--- config.mk ---
export PLATFORM = sky130hd
export DESIGN_NAME = dti_tniu_sys_side_mux_flat
export DESIGN_NICKNAME = d
export VERILOG_FILES = /design/src/rtl/dti_tniu_sys_side_mux_pkg.sv /design/src/rtl/dti_tniu_sys_side_mux_if.sv /design/src/rtl/dti_tniu_sys_side_mux_skid2.sv /design/src/rtl/dti_tniu_sys_side_mux.sv /design/src/flat_wrapper.sv
export SDC_FILE = /design/constraint.sdc
export NUM_CORES = 2
export LEC_CHECK = 0
export CAP_MARGIN = 40
export CORE_AREA = 4 4 385 387
export CTS_CLUSTER_DIAMETER = 30
export DETAILED_ROUTE_END_ITERATION = 16
export DIE_AREA = 0 0 389 391
export GPL_TIMING_DRIVEN = 0
export PLACE_DENSITY = 0.52
export SETUP_SLACK_MARGIN = 0.02
export SYNTH_ARGS = -nofsm -noshare
export SYNTH_HDL_FRONTEND = slang
export SYNTH_SLANG_ARGS = --single-unit
--- constraint.sdc ---
create_clock -name clk -period 45 [get_ports clk]
set_input_delay 9 -clock clk [delete_from_list [all_inputs] [get_ports clk]]
set_output_delay 9 -clock clk [all_outputs]
set_load 0.03 [all_outputs]
--- src/rtl/dti_tniu_sys_side_mux_pkg.sv ---
// -----------------------------------------------------------------------------
// dti_tniu_sys_side_mux_pkg
// Shared definitions for the system-side TNIU mux: default DTI field widths,
// the flit layout {payload, srcid, tgtid, qos, last} with last at bit 0,
// field bit offsets and the TX arbiter state encoding.
// No ports (package).
// -----------------------------------------------------------------------------
package dti_tniu_sys_side_mux_pkg;

   localparam int DTI_DATA_W = 80;
   localparam int DTI_KEEP_W = 10;
   localparam int DTI_ID_W   = 6;
   localparam int DTI_FLIT_W = DTI_DATA_W + DTI_KEEP_W + 2 * DTI_ID_W + 2;

   // Fixed low-order field positions; the id-width dependent ones come from the helpers
   localparam int FLIT_LAST_BIT = 0;
   localparam int FLIT_QOS_BIT  = 1;
   localparam int FLIT_TGT_LSB  = 2;

   typedef struct packed {
      logic [DTI_DATA_W+DTI_KEEP_W-1:0] payload;
      logic [DTI_ID_W-1:0]              srcid;
      logic [DTI_ID_W-1:0]              tgtid;
      logic                             qos;
      logic                             last;
   } dti_flit_t;

   typedef enum logic [0:0] {
      ARB_IDLE   = 1'b0,
      ARB_LOCKED = 1'b1
   } tniu_arb_st_e;

   function automatic int flit_src_lsb(input int id_w);
      return FLIT_TGT_LSB + id_w;
   endfunction

   function automatic int flit_payload_lsb(input int id_w);
      return FLIT_TGT_LSB + 2 * id_w;
   endfunction

endpackage

--- src/rtl/dti_tniu_sys_side_mux_if.sv ---
// -----------------------------------------------------------------------------
// dti_tniu_sys_side_mux_if
// Bundles the CH_NUM DTI response/request streams and the TX/RX flit channels.
//   slave  : view of the mux itself (consumes up_rsp/fl_rx, produces fl_tx/dn_req)
//   master : view of the surrounding system / testbench
// -----------------------------------------------------------------------------
interface dti_tniu_sys_side_mux_if #(
   parameter int CH_NUM = 4,
   parameter int DATA_W = 80,
   parameter int KEEP_W = 10,
   parameter int ID_W   = 6
);
   localparam int FLIT_W = DATA_W + KEEP_W + 2 * ID_W + 2;

   logic [CH_NUM-1:0]        up_rsp_tvalid;
   logic [CH_NUM*DATA_W-1:0] up_rsp_tdata;
   logic [CH_NUM*KEEP_W-1:0] up_rsp_tkeep;
   logic [CH_NUM-1:0]        up_rsp_tlast;
   logic [CH_NUM*ID_W-1:0]   up_rsp_ttid;
   logic [CH_NUM-1:0]        up_rsp_tready;
   logic                     fl_tx_vld;
   logic [FLIT_W-1:0]        fl_tx_pld;
   logic                     fl_tx_rdy;
   logic                     fl_rx_vld;
   logic [FLIT_W-1:0]        fl_rx_pld;
   logic                     fl_rx_rdy;
   logic [CH_NUM-1:0]        dn_req_tvalid;
   logic [CH_NUM*DATA_W-1:0] dn_req_tdata;
   logic [CH_NUM*KEEP_W-1:0] dn_req_tkeep;
   logic [CH_NUM-1:0]        dn_req_tlast;
   logic [CH_NUM*ID_W-1:0]   dn_req_ttid;
   logic [CH_NUM-1:0]        dn_req_tready;

   modport slave (
      input  up_rsp_tvalid, up_rsp_tdata, up_rsp_tkeep, up_rsp_tlast, up_rsp_ttid,
      output up_rsp_tready,
      output fl_tx_vld, fl_tx_pld,
      input  fl_tx_rdy,
      input  fl_rx_vld, fl_rx_pld,
      output fl_rx_rdy,
      output dn_req_tvalid, dn_req_tdata, dn_req_tkeep, dn_req_tlast, dn_req_ttid,
      input  dn_req_tready
   );

   modport master (
      output up_rsp_tvalid, up_rsp_tdata, up_rsp_tkeep, up_rsp_tlast, up_rsp_ttid,
      input  up_rsp_tready,
      input  fl_tx_vld, fl_tx_pld,
      output fl_tx_rdy,
      output fl_rx_vld, fl_rx_pld,
      input  fl_rx_rdy,
      input  dn_req_tvalid, dn_req_tdata, dn_req_tkeep, dn_req_tlast, dn_req_ttid,
      output dn_req_tready
   );
endinterface

--- src/rtl/dti_tniu_sys_side_mux_skid2.sv ---
// -----------------------------------------------------------------------------
// dti_tniu_skid2
// Two-entry valid/ready FIFO used once per RX channel.
//   clk, rst      : clock, asynchronous active-high reset
//   push_i/push_data_i : write strobe and entry
//   pop_i         : head consumed this cycle
//   vld_o/data_o  : head valid and head entry
//   full_o        : both entries occupied (registered count only)
// -----------------------------------------------------------------------------
module dti_tniu_skid2 #(
   parameter int WIDTH = 8
) (
   input  logic             clk,
   input  logic             rst,
   input  logic             push_i,
   input  logic [WIDTH-1:0] push_data_i,
   input  logic             pop_i,
   output logic             vld_o,
   output logic [WIDTH-1:0] data_o,
   output logic             full_o
);
   logic [WIDTH-1:0] mem_q [2];
   logic             wr_ptr_q;
   logic             rd_ptr_q;
   logic [1:0]       cnt_q;
   logic [1:0]       cnt_d;
   logic             push_s;
   logic             pop_s;

   assign push_s = push_i && (cnt_q != 2'd2);
   assign pop_s  = pop_i && (cnt_q != 2'd0);

   // Occupancy next state; simultaneous push and pop leave it unchanged
   always_comb begin
      cnt_d = cnt_q;
      case ({push_s, pop_s})
         2'b10:   cnt_d = cnt_q + 2'd1;
         2'b01:   cnt_d = cnt_q - 2'd1;
         default: cnt_d = cnt_q;
      endcase
   end

   // Storage, pointers and count
   always_ff @(posedge clk or posedge rst) begin
      if (rst) begin
         mem_q[0] <= '0;
         mem_q[1] <= '0;
         wr_ptr_q <= 1'b0;
         rd_ptr_q <= 1'b0;
         cnt_q    <= 2'd0;
      end else begin
         cnt_q <= cnt_d;
         if (push_s) begin
            mem_q[wr_ptr_q] <= push_data_i;
            wr_ptr_q        <= ~wr_ptr_q;
         end
         if (pop_s) begin
            rd_ptr_q <= ~rd_ptr_q;
         end
      end
   end

   assign vld_o  = (cnt_q != 2'd0);
   assign data_o = mem_q[rd_ptr_q];
   assign full_o = (cnt_q == 2'd2);
endmodule

--- src/rtl/dti_tniu_sys_side_mux.sv ---
// -----------------------------------------------------------------------------
// dti_tniu_sys_side_mux
// System-side TNIU stage. TX: packet-atomic round-robin merge of CH_NUM DTI
// response streams into one registered flit channel. RX: routes incoming
// flits by tgtid into per-channel 2-entry FIFOs feeding the DTI request streams.
//   clk, rst  : clock, asynchronous active-high reset
//   dti_if    : slave modport of dti_tniu_sys_side_mux_if (all stream/flit signals)
//   err_tgt_o : sticky flag, an out-of-range tgtid flit was dropped
// Optional: define DTI_TNIU_RX_ERR_EN to enable err_tgt_o and the debug drop
// counter u_err.cnt; otherwise err_tgt_o is 0 and bad flits vanish silently.
// -----------------------------------------------------------------------------
module dti_tniu_sys_side_mux
   import dti_tniu_sys_side_mux_pkg::*;
#(
   parameter int CH_NUM   = 4,
   parameter int DATA_W   = 80,
   parameter int KEEP_W   = 10,
   parameter int ID_W     = 6,
   parameter int LOCAL_ID = 0
) (
   input  logic                  clk,
   input  logic                  rst,
   dti_tniu_sys_side_mux_if.slave dti_if,
   output logic                  err_tgt_o
);
   localparam int FLIT_W  = DATA_W + KEEP_W + 2 * ID_W + 2;
   localparam int SRC_LSB = flit_src_lsb(ID_W);
   localparam int RX_W    = DATA_W + KEEP_W + ID_W + 1;   // {data, keep, srcid, last}
   localparam int PTR_W   = (CH_NUM > 1) ? $clog2(CH_NUM) : 1;
   localparam logic [0:0] ST_IDLE   = ARB_IDLE;
   localparam logic [0:0] ST_LOCKED = ARB_LOCKED;

   function automatic logic [PTR_W-1:0] wrap_idx(input logic [PTR_W-1:0] base, input int off);
      int sum;
      sum = int'(base) + off;
      if (sum >= CH_NUM) begin
         sum = sum - CH_NUM;
      end
      return PTR_W'(sum);
   endfunction

   // ---------------- TX arbiter + output register ----------------
   logic [0:0]        state_q, state_d;
   logic [PTR_W-1:0]  rr_ptr_q, rr_ptr_d;
   logic [PTR_W-1:0]  gnt_q, gnt_d;
   logic [PTR_W-1:0]  sel_idx_s;
   logic              sel_found_s;
   logic              load_s;
   logic              tx_vld_q, tx_vld_d;
   logic [FLIT_W-1:0] tx_pld_q, tx_pld_d;
   logic [CH_NUM-1:0] tready_s;

   assign load_s = !tx_vld_q || dti_if.fl_tx_rdy;

   // Candidate selection: locked channel, or first valid at/after rr_ptr
   always_comb begin
      sel_found_s = 1'b0;
      sel_idx_s   = '0;
      if (state_q == ST_LOCKED) begin
         sel_idx_s   = gnt_q;
         sel_found_s = dti_if.up_rsp_tvalid[gnt_q];
      end else begin
         // Descending scan so the smallest offset from rr_ptr wins
         for (int k = CH_NUM - 1; k >= 0; k--) begin
            if (dti_if.up_rsp_tvalid[wrap_idx(rr_ptr_q, k)]) begin
               sel_found_s = 1'b1;
               sel_idx_s   = wrap_idx(rr_ptr_q, k);
            end
         end
      end
   end

   // Arbiter next state and TX register load
   always_comb begin
      state_d  = state_q;
      rr_ptr_d = rr_ptr_q;
      gnt_d    = gnt_q;
      tx_vld_d = tx_vld_q;
      tx_pld_d = tx_pld_q;
      if (load_s) begin
         tx_vld_d = sel_found_s;
         if (sel_found_s) begin
            tx_pld_d = {dti_if.up_rsp_tdata[sel_idx_s*DATA_W +: DATA_W],
                        dti_if.up_rsp_tkeep[sel_idx_s*KEEP_W +: KEEP_W],
                        ID_W'(LOCAL_ID),
                        dti_if.up_rsp_ttid[sel_idx_s*ID_W +: ID_W],
                        1'b1,
                        dti_if.up_rsp_tlast[sel_idx_s]};
            if (dti_if.up_rsp_tlast[sel_idx_s]) begin
               state_d  = ST_IDLE;
               rr_ptr_d = wrap_idx(sel_idx_s, 1);
            end else begin
               state_d = ST_LOCKED;
               gnt_d   = sel_idx_s;
            end
         end else begin
            tx_pld_d = tx_pld_q;
         end
      end else begin
         tx_vld_d = tx_vld_q;
      end
   end

   // Only the selected channel sees ready, and only when the register can load
   always_comb begin
      tready_s = '0;
      for (int i = 0; i < CH_NUM; i++) begin
         tready_s[i] = load_s && sel_found_s && (sel_idx_s == PTR_W'(i));
      end
   end

   // TX state registers
   always_ff @(posedge clk or posedge rst) begin
      if (rst) begin
         state_q  <= ST_IDLE;
         rr_ptr_q <= '0;
         gnt_q    <= '0;
         tx_vld_q <= 1'b0;
         tx_pld_q <= '0;
      end else begin
         state_q  <= state_d;
         rr_ptr_q <= rr_ptr_d;
         gnt_q    <= gnt_d;
         tx_vld_q <= tx_vld_d;
         tx_pld_q <= tx_pld_d;
      end
   end

   assign dti_if.up_rsp_tready = tready_s;
   assign dti_if.fl_tx_vld     = tx_vld_q;
   assign dti_if.fl_tx_pld     = tx_pld_q;

   // ---------------- RX routing ----------------
   logic [ID_W-1:0]   rx_tgt_s;
   logic [PTR_W-1:0]  rx_idx_s;
   logic              rx_in_range_s;
   logic              rx_rdy_s;
   logic              rx_acc_s;
   logic              rx_qos_unused_s;
   logic [RX_W-1:0]   rx_entry_s;
   logic [CH_NUM-1:0] fifo_full_s;
   logic [CH_NUM-1:0] fifo_vld_s;
   logic [RX_W-1:0]   fifo_head_s [CH_NUM];

   assign rx_tgt_s        = dti_if.fl_rx_pld[FLIT_TGT_LSB +: ID_W];
   assign rx_idx_s        = rx_tgt_s[PTR_W-1:0];
   assign rx_in_range_s   = (32'(rx_tgt_s) < 32'(CH_NUM));
   assign rx_entry_s      = {dti_if.fl_rx_pld[FLIT_W-1:SRC_LSB], dti_if.fl_rx_pld[FLIT_LAST_BIT]};
   assign rx_qos_unused_s = dti_if.fl_rx_pld[FLIT_QOS_BIT];

   // Ready comes from registered FIFO counts only; bad targets are always sunk
   always_comb begin
      if (rx_in_range_s) begin
         rx_rdy_s = !fifo_full_s[rx_idx_s];
      end else begin
         rx_rdy_s = 1'b1;
      end
   end

   assign rx_acc_s         = dti_if.fl_rx_vld && rx_rdy_s;
   assign dti_if.fl_rx_rdy = rx_rdy_s;

   for (genvar i = 0; i < CH_NUM; i++) begin : g_ch
      dti_tniu_skid2 #(.WIDTH(RX_W)) u_skid (
         .clk         (clk),
         .rst         (rst),
         .push_i      (rx_acc_s && rx_in_range_s && (rx_idx_s == PTR_W'(i))),
         .push_data_i (rx_entry_s),
         .pop_i       (fifo_vld_s[i] && dti_if.dn_req_tready[i]),
         .vld_o       (fifo_vld_s[i]),
         .data_o      (fifo_head_s[i]),
         .full_o      (fifo_full_s[i])
      );
      assign dti_if.dn_req_tvalid[i]                 = fifo_vld_s[i];
      assign dti_if.dn_req_tdata[i*DATA_W +: DATA_W] = fifo_head_s[i][RX_W-1 -: DATA_W];
      assign dti_if.dn_req_tkeep[i*KEEP_W +: KEEP_W] = fifo_head_s[i][1+ID_W +: KEEP_W];
      assign dti_if.dn_req_ttid[i*ID_W +: ID_W]      = fifo_head_s[i][1 +: ID_W];
      assign dti_if.dn_req_tlast[i]                  = fifo_head_s[i][0];
   end

`ifdef DTI_TNIU_RX_ERR_EN
   logic rx_drop_s;
   assign rx_drop_s = dti_if.fl_rx_vld && !rx_in_range_s;

   if (1) begin : u_err
      logic [7:0] cnt;
      logic       err_q;
      // Sticky error flag and saturating drop counter, cleared only by reset
      always_ff @(posedge clk or posedge rst) begin
         if (rst) begin
            cnt   <= 8'd0;
            err_q <= 1'b0;
         end else if (rx_drop_s) begin
            err_q <= 1'b1;
            if (cnt != 8'hFF) begin
               cnt <= cnt + 8'd1;
            end
         end
      end
      assign err_tgt_o = err_q;
   end
`else
   assign err_tgt_o = 1'b0;
`endif

endmodule
--- src/flat_wrapper.sv ---
// flat-port wrapper written by rule: the top's interface ports become plain ports
module dti_tniu_sys_side_mux_flat import dti_tniu_sys_side_mux_pkg::*;
#(
   parameter int CH_NUM   = 4,
   parameter int DATA_W   = 80,
   parameter int KEEP_W   = 10,
   parameter int ID_W     = 6,
   parameter int LOCAL_ID = 0
)
  (clk, rst, err_tgt_o, dti_if_up_rsp_tvalid, dti_if_up_rsp_tdata, dti_if_up_rsp_tkeep, dti_if_up_rsp_tlast, dti_if_up_rsp_ttid, dti_if_up_rsp_tready, dti_if_fl_tx_vld, dti_if_fl_tx_pld, dti_if_fl_tx_rdy, dti_if_fl_rx_vld, dti_if_fl_rx_pld, dti_if_fl_rx_rdy, dti_if_dn_req_tvalid, dti_if_dn_req_tdata, dti_if_dn_req_tkeep, dti_if_dn_req_tlast, dti_if_dn_req_ttid, dti_if_dn_req_tready);
  dti_tniu_sys_side_mux_if #(.CH_NUM(CH_NUM), .DATA_W(DATA_W), .KEEP_W(KEEP_W), .ID_W(ID_W)) dti_if_i ();
  input  logic clk;
  input  logic rst;
  output logic err_tgt_o;
  input wire logic [$bits(dti_if_i.up_rsp_tvalid)-1:0] dti_if_up_rsp_tvalid;
  input wire logic [$bits(dti_if_i.up_rsp_tdata)-1:0] dti_if_up_rsp_tdata;
  input wire logic [$bits(dti_if_i.up_rsp_tkeep)-1:0] dti_if_up_rsp_tkeep;
  input wire logic [$bits(dti_if_i.up_rsp_tlast)-1:0] dti_if_up_rsp_tlast;
  input wire logic [$bits(dti_if_i.up_rsp_ttid)-1:0] dti_if_up_rsp_ttid;
  output wire logic [$bits(dti_if_i.up_rsp_tready)-1:0] dti_if_up_rsp_tready;
  output wire logic [$bits(dti_if_i.fl_tx_vld)-1:0] dti_if_fl_tx_vld;
  output wire logic [$bits(dti_if_i.fl_tx_pld)-1:0] dti_if_fl_tx_pld;
  input wire logic [$bits(dti_if_i.fl_tx_rdy)-1:0] dti_if_fl_tx_rdy;
  input wire logic [$bits(dti_if_i.fl_rx_vld)-1:0] dti_if_fl_rx_vld;
  input wire logic [$bits(dti_if_i.fl_rx_pld)-1:0] dti_if_fl_rx_pld;
  output wire logic [$bits(dti_if_i.fl_rx_rdy)-1:0] dti_if_fl_rx_rdy;
  output wire logic [$bits(dti_if_i.dn_req_tvalid)-1:0] dti_if_dn_req_tvalid;
  output wire logic [$bits(dti_if_i.dn_req_tdata)-1:0] dti_if_dn_req_tdata;
  output wire logic [$bits(dti_if_i.dn_req_tkeep)-1:0] dti_if_dn_req_tkeep;
  output wire logic [$bits(dti_if_i.dn_req_tlast)-1:0] dti_if_dn_req_tlast;
  output wire logic [$bits(dti_if_i.dn_req_ttid)-1:0] dti_if_dn_req_ttid;
  input wire logic [$bits(dti_if_i.dn_req_tready)-1:0] dti_if_dn_req_tready;
  assign dti_if_i.up_rsp_tvalid = dti_if_up_rsp_tvalid;
  assign dti_if_i.up_rsp_tdata = dti_if_up_rsp_tdata;
  assign dti_if_i.up_rsp_tkeep = dti_if_up_rsp_tkeep;
  assign dti_if_i.up_rsp_tlast = dti_if_up_rsp_tlast;
  assign dti_if_i.up_rsp_ttid = dti_if_up_rsp_ttid;
  assign dti_if_up_rsp_tready = dti_if_i.up_rsp_tready;
  assign dti_if_fl_tx_vld = dti_if_i.fl_tx_vld;
  assign dti_if_fl_tx_pld = dti_if_i.fl_tx_pld;
  assign dti_if_i.fl_tx_rdy = dti_if_fl_tx_rdy;
  assign dti_if_i.fl_rx_vld = dti_if_fl_rx_vld;
  assign dti_if_i.fl_rx_pld = dti_if_fl_rx_pld;
  assign dti_if_fl_rx_rdy = dti_if_i.fl_rx_rdy;
  assign dti_if_dn_req_tvalid = dti_if_i.dn_req_tvalid;
  assign dti_if_dn_req_tdata = dti_if_i.dn_req_tdata;
  assign dti_if_dn_req_tkeep = dti_if_i.dn_req_tkeep;
  assign dti_if_dn_req_tlast = dti_if_i.dn_req_tlast;
  assign dti_if_dn_req_ttid = dti_if_i.dn_req_ttid;
  assign dti_if_i.dn_req_tready = dti_if_dn_req_tready;
  dti_tniu_sys_side_mux #(.CH_NUM(CH_NUM), .DATA_W(DATA_W), .KEEP_W(KEEP_W), .ID_W(ID_W), .LOCAL_ID(LOCAL_ID)) u_core (.clk(clk), .rst(rst), .dti_if(dti_if_i), .err_tgt_o(err_tgt_o));
endmodule
==> reports/summary.txt <==
Seq/Total Area, Yosys - 55.0%
first-pass GRT wire length - 250 mm
Max Slew Vio Count - 0
post-synthesis sequential element count - 896
Yosys warnings - 0
CTS resizes - 0
final setup vio count - 0
number of max-cap violations - 0
wire length per cell - 28.1 um
hold buffer count at cts - 0
site row count - 140
Critical Path Fanout Max - 11
number of H-tree levels - 5
LEAKAGE - 29.7 nW
via total after detailed routing - 30,200
Inserted Clock Buffers - 283
critical path data arrival time - 12.25 ns
First-pass DRT Iterations - 5
worst hold path class - reg2reg
clock latency on the worst-skew pair - 0.85 ns
PnR worst setup slack - 23.75 ns
Sequential cell area - 22,400 um2
count of cell types in the netlist - 48
dpl hpwl - 139 mm
DIE WIDTH - 389 um
crit share post-route - 47.2%
VDD IR max - 0.0000342 V
critical path class - in2out
Die Y - 391 um
Worst EP required - 36.00 ns
core area - 145,000 um2
post-layout util - 43.5%
die area - 152,000 um2
Worst setup EP type - primary output
dpl ws - 23.65 ns
Vias/cell - 4.70
Mapped Cells - 2,964
Async SR Flop Fraction - 100%
synthesized area per cell - 13.8 um2
area grow syn2layout - 54.6%
slew margin rel. - 39.2%
ys flop type - dfrtp_1
placed cell count - 5,917
clk_skew - 0.0535 ns
final wirelength - 181 mm
gr ovfl total - 0
GPL Wtd Cong - 0.915
clk buf depth - 4
largest net degree at the start of global routing - 113
EDFF count, synth - 0
TritonCTS Sinks - 896
share of layout cells above drive strength 1 - 36.7%
final hold viol count - 0
Cell Pwr Density - 68.5 nW/um2
Syn Std Cell Area - 40,800 um2
io pins - 1,007
Critical Path Start Type - primary input
Initial DRC Count - 1,530
Setup Fix Bufs, Post-CTS - 0
RSZ-0062 raised after global routing - no
final cell count without fillers - 6,416
CTS tree - done
actual slew at the worst max-slew pin - 0.909 ns
clk slew on worst S/H paths - 0.04 ns
initial antenna violation count - 48
vias in the first global route - 32,300
Port Buffer Count - 997
fillers - 13,500
Starting Density - 28.1%
fin crit period - 21.25 ns
root buffer cell - clkbuf_16
Nets - 4,797
outcome - finished clean
Max Fclk - 47.0 MHz
GRT Resource Usage Total - 23.0%
multi-input logic area - 17,200 um2
drt drc - 0
post-route ant nets - 0
-- flip-flops by register name, summed over array words and instances (netlist names) --
| signal | flops |
|---|---|
| u_core.dti_if.fl_tx_pld | 98 |
| u_core.dti_if.fl_tx_vld | 1 |
| u_core.g_ch.u_skid.cnt_q | 8 |
| u_core.g_ch.u_skid.mem_q | 776 |
| u_core.g_ch.u_skid.rd_ptr_q | 4 |
| u_core.g_ch.u_skid.wr_ptr_q | 4 |
| u_core.gnt_q | 2 |
| u_core.rr_ptr_q | 2 |
| u_core.state_q | 1 |
-- final cells by class --
cell class,count,share of cell area (%)
Tap cell,1917,3.81
Clock buffer,403,13.2
Clock inverter,75,1.48
Timing Repair Buffer,1030,16.7
Sequential cell,896,35.6
Inverter,6,0.0476
Multi-Input combinational cell,1863,27.2
Buffer,205,1.88
Antenna cell,21,0.0834
-- cell usage after synthesis (2+ instances only) --
master,instances,area [um2]
xor2_1,8,70.1
nand3_1,2,10.0
buf_6,33,372
mux2i_1,195,1950
a21oi_1,2,10.0
inv_1,5,18.8
o221ai_1,96,841
nor2b_1,9,56.3
o2bb2ai_1,2,17.5
nand2_2,4,25.0
dfrtp_1,896,22400
clkbuf_1,74,278
and2_1,9,56.3
buf_2,63,315
nor2_1,12,45.0
buf_4,23,173
nor2_4,3,33.8
mux2_1,29,327
or2_2,4,25.0
nor4_4,2,42.5
xnor2_1,12,105
nand2b_1,4,25.0
nor3_1,2,10.0
mux2_2,1041,11700
ha_1,8,100
buf_1,12,45.0
nand2_1,393,1480
-- worst max-delay path, stage by stage --
cell and delay, ns:
clkdlybuf4s50_1 0.48, nor2b_1 0.17, or3_1 0.30, a31oi_1 0.17, buf_4 0.27, buf_6 0.26
buf_4 0.34, ha_1 0.20, and2_1 0.27, clkdlybuf4s50_1 0.74
-- final timing paths --
| path | to | startpoint | cells after the start | slack, ns |
|---|---|---|---|---|
| setup reg to reg | u_core.dti_if.fl_tx_pld[36] | u_core.state_q | 8 | 42.28 |
| hold reg to reg | u_core.g_ch[0].u_skid.mem_q[172] | u_core.g_ch[0].u_skid.mem_q[172] | 2 | 0.46 |
| max in group asynchronous | u_core.g_ch[0].u_skid.mem_q[90] | rst | 5 | 34.28 |
| min in group asynchronous | u_core.g_ch[2].u_skid.mem_q[175] | rst | 2 | 8.64 |
| setup / recovery | dti_if_up_rsp_tready[2] | dti_if_up_rsp_tvalid[0] | 10 | 23.75 |
| hold / removal | u_core.g_ch[0].u_skid.mem_q[172] | u_core.g_ch[0].u_skid.mem_q[172] | 2 | 0.46 |
-- routing by layer --
| metal | wire [um] | vias to the layer above | part of all wire [%] | global-route usage, % |
|---|---|---|---|---|
| met1 | 69400 | 15400 | 38 | 26.0 |
| met2 | 88700 | 1042 | 49 | 39.2 |
| met4 | 8200 | 26 | 4.5 | 10.3 |
| li1 | - | 13300 | - | - |
| met3 | 14100 | 376 | 7.8 | 8.23 |
| met5 | 172 | - | 0.095 | 0 |
-- per-stage QoR --
stage | setup TNS (ns) | area [um2] | power (W) | hold slack, ns
after global placement | -1719.65 | 53200 | 0.00242 | 0.445
after CTS | 0 | 63000 | 0.00438 | 0.460
after global routing | 0 | 63000 | 0.00449 | 0.476
after floorplan | 0 | 40800 | 0.00182 | 0.435
after detailed placement | 0 | 53800 | 0.00245 | 0.452
final | 0 | 63000 | 0.00432 | 0.455
-- placed cells by master (no fill, tap or decap), types with 3 or more instances in the layout --
master / count
ha_1: 8
buf_4: 23
clkbuf_16: 288
dfrtp_1: 896
nor2_4: 3
mux2_1: 29
inv_1: 4
mux2i_1: 195
clkinv_2: 41
bufinv_16: 20
nor2_1: 12
buf_6: 44
buf_8: 13
nand2_1: 393
xnor2_1: 12
nor2b_1: 9
buf_2: 63
diode_2: 21
buf_16: 9
buf_1: 12
inv_6: 5
clkinvlp_4: 5
nand2b_1: 4
clkinv_4: 3
mux2_2: 1041
and2_1: 9
xor2_1: 8
conb_1: 7
clkdlybuf4s50_1: 997
or2_2: 4
o221ai_1: 96
clkbuf_8: 65
nand2_2: 4
clkbuf_1: 123
-- kinds of logic after synthesis --
family / synth area share (%)
adders and majority gates: 0.245
buffers and inverters: 2.95
and+or+nand+nor: 4.64
muxes: 34.4
DFF: 55.0
other: 0.00920
AOI/OAI and AO/OA: 2.34
xor gates and xnor gates: 0.430
-- power by group --
| group | switching, W | leakage (nW) | total (W) | internal [W] |
|---|---|---|---|---|
| combinational | 0.000823 | 13.1 | 0.00140 | 0.000581 |
| clock | 0.000528 | 4.56 | 0.00189 | 0.00137 |
| sequential | 0.0000715 | 12.1 | 0.00102 | 0.000947 |
| total | 0.00142 | 29.7 | 0.00432 | 0.00289 |
Note: power is estimated with default switching activity, not from simulation.
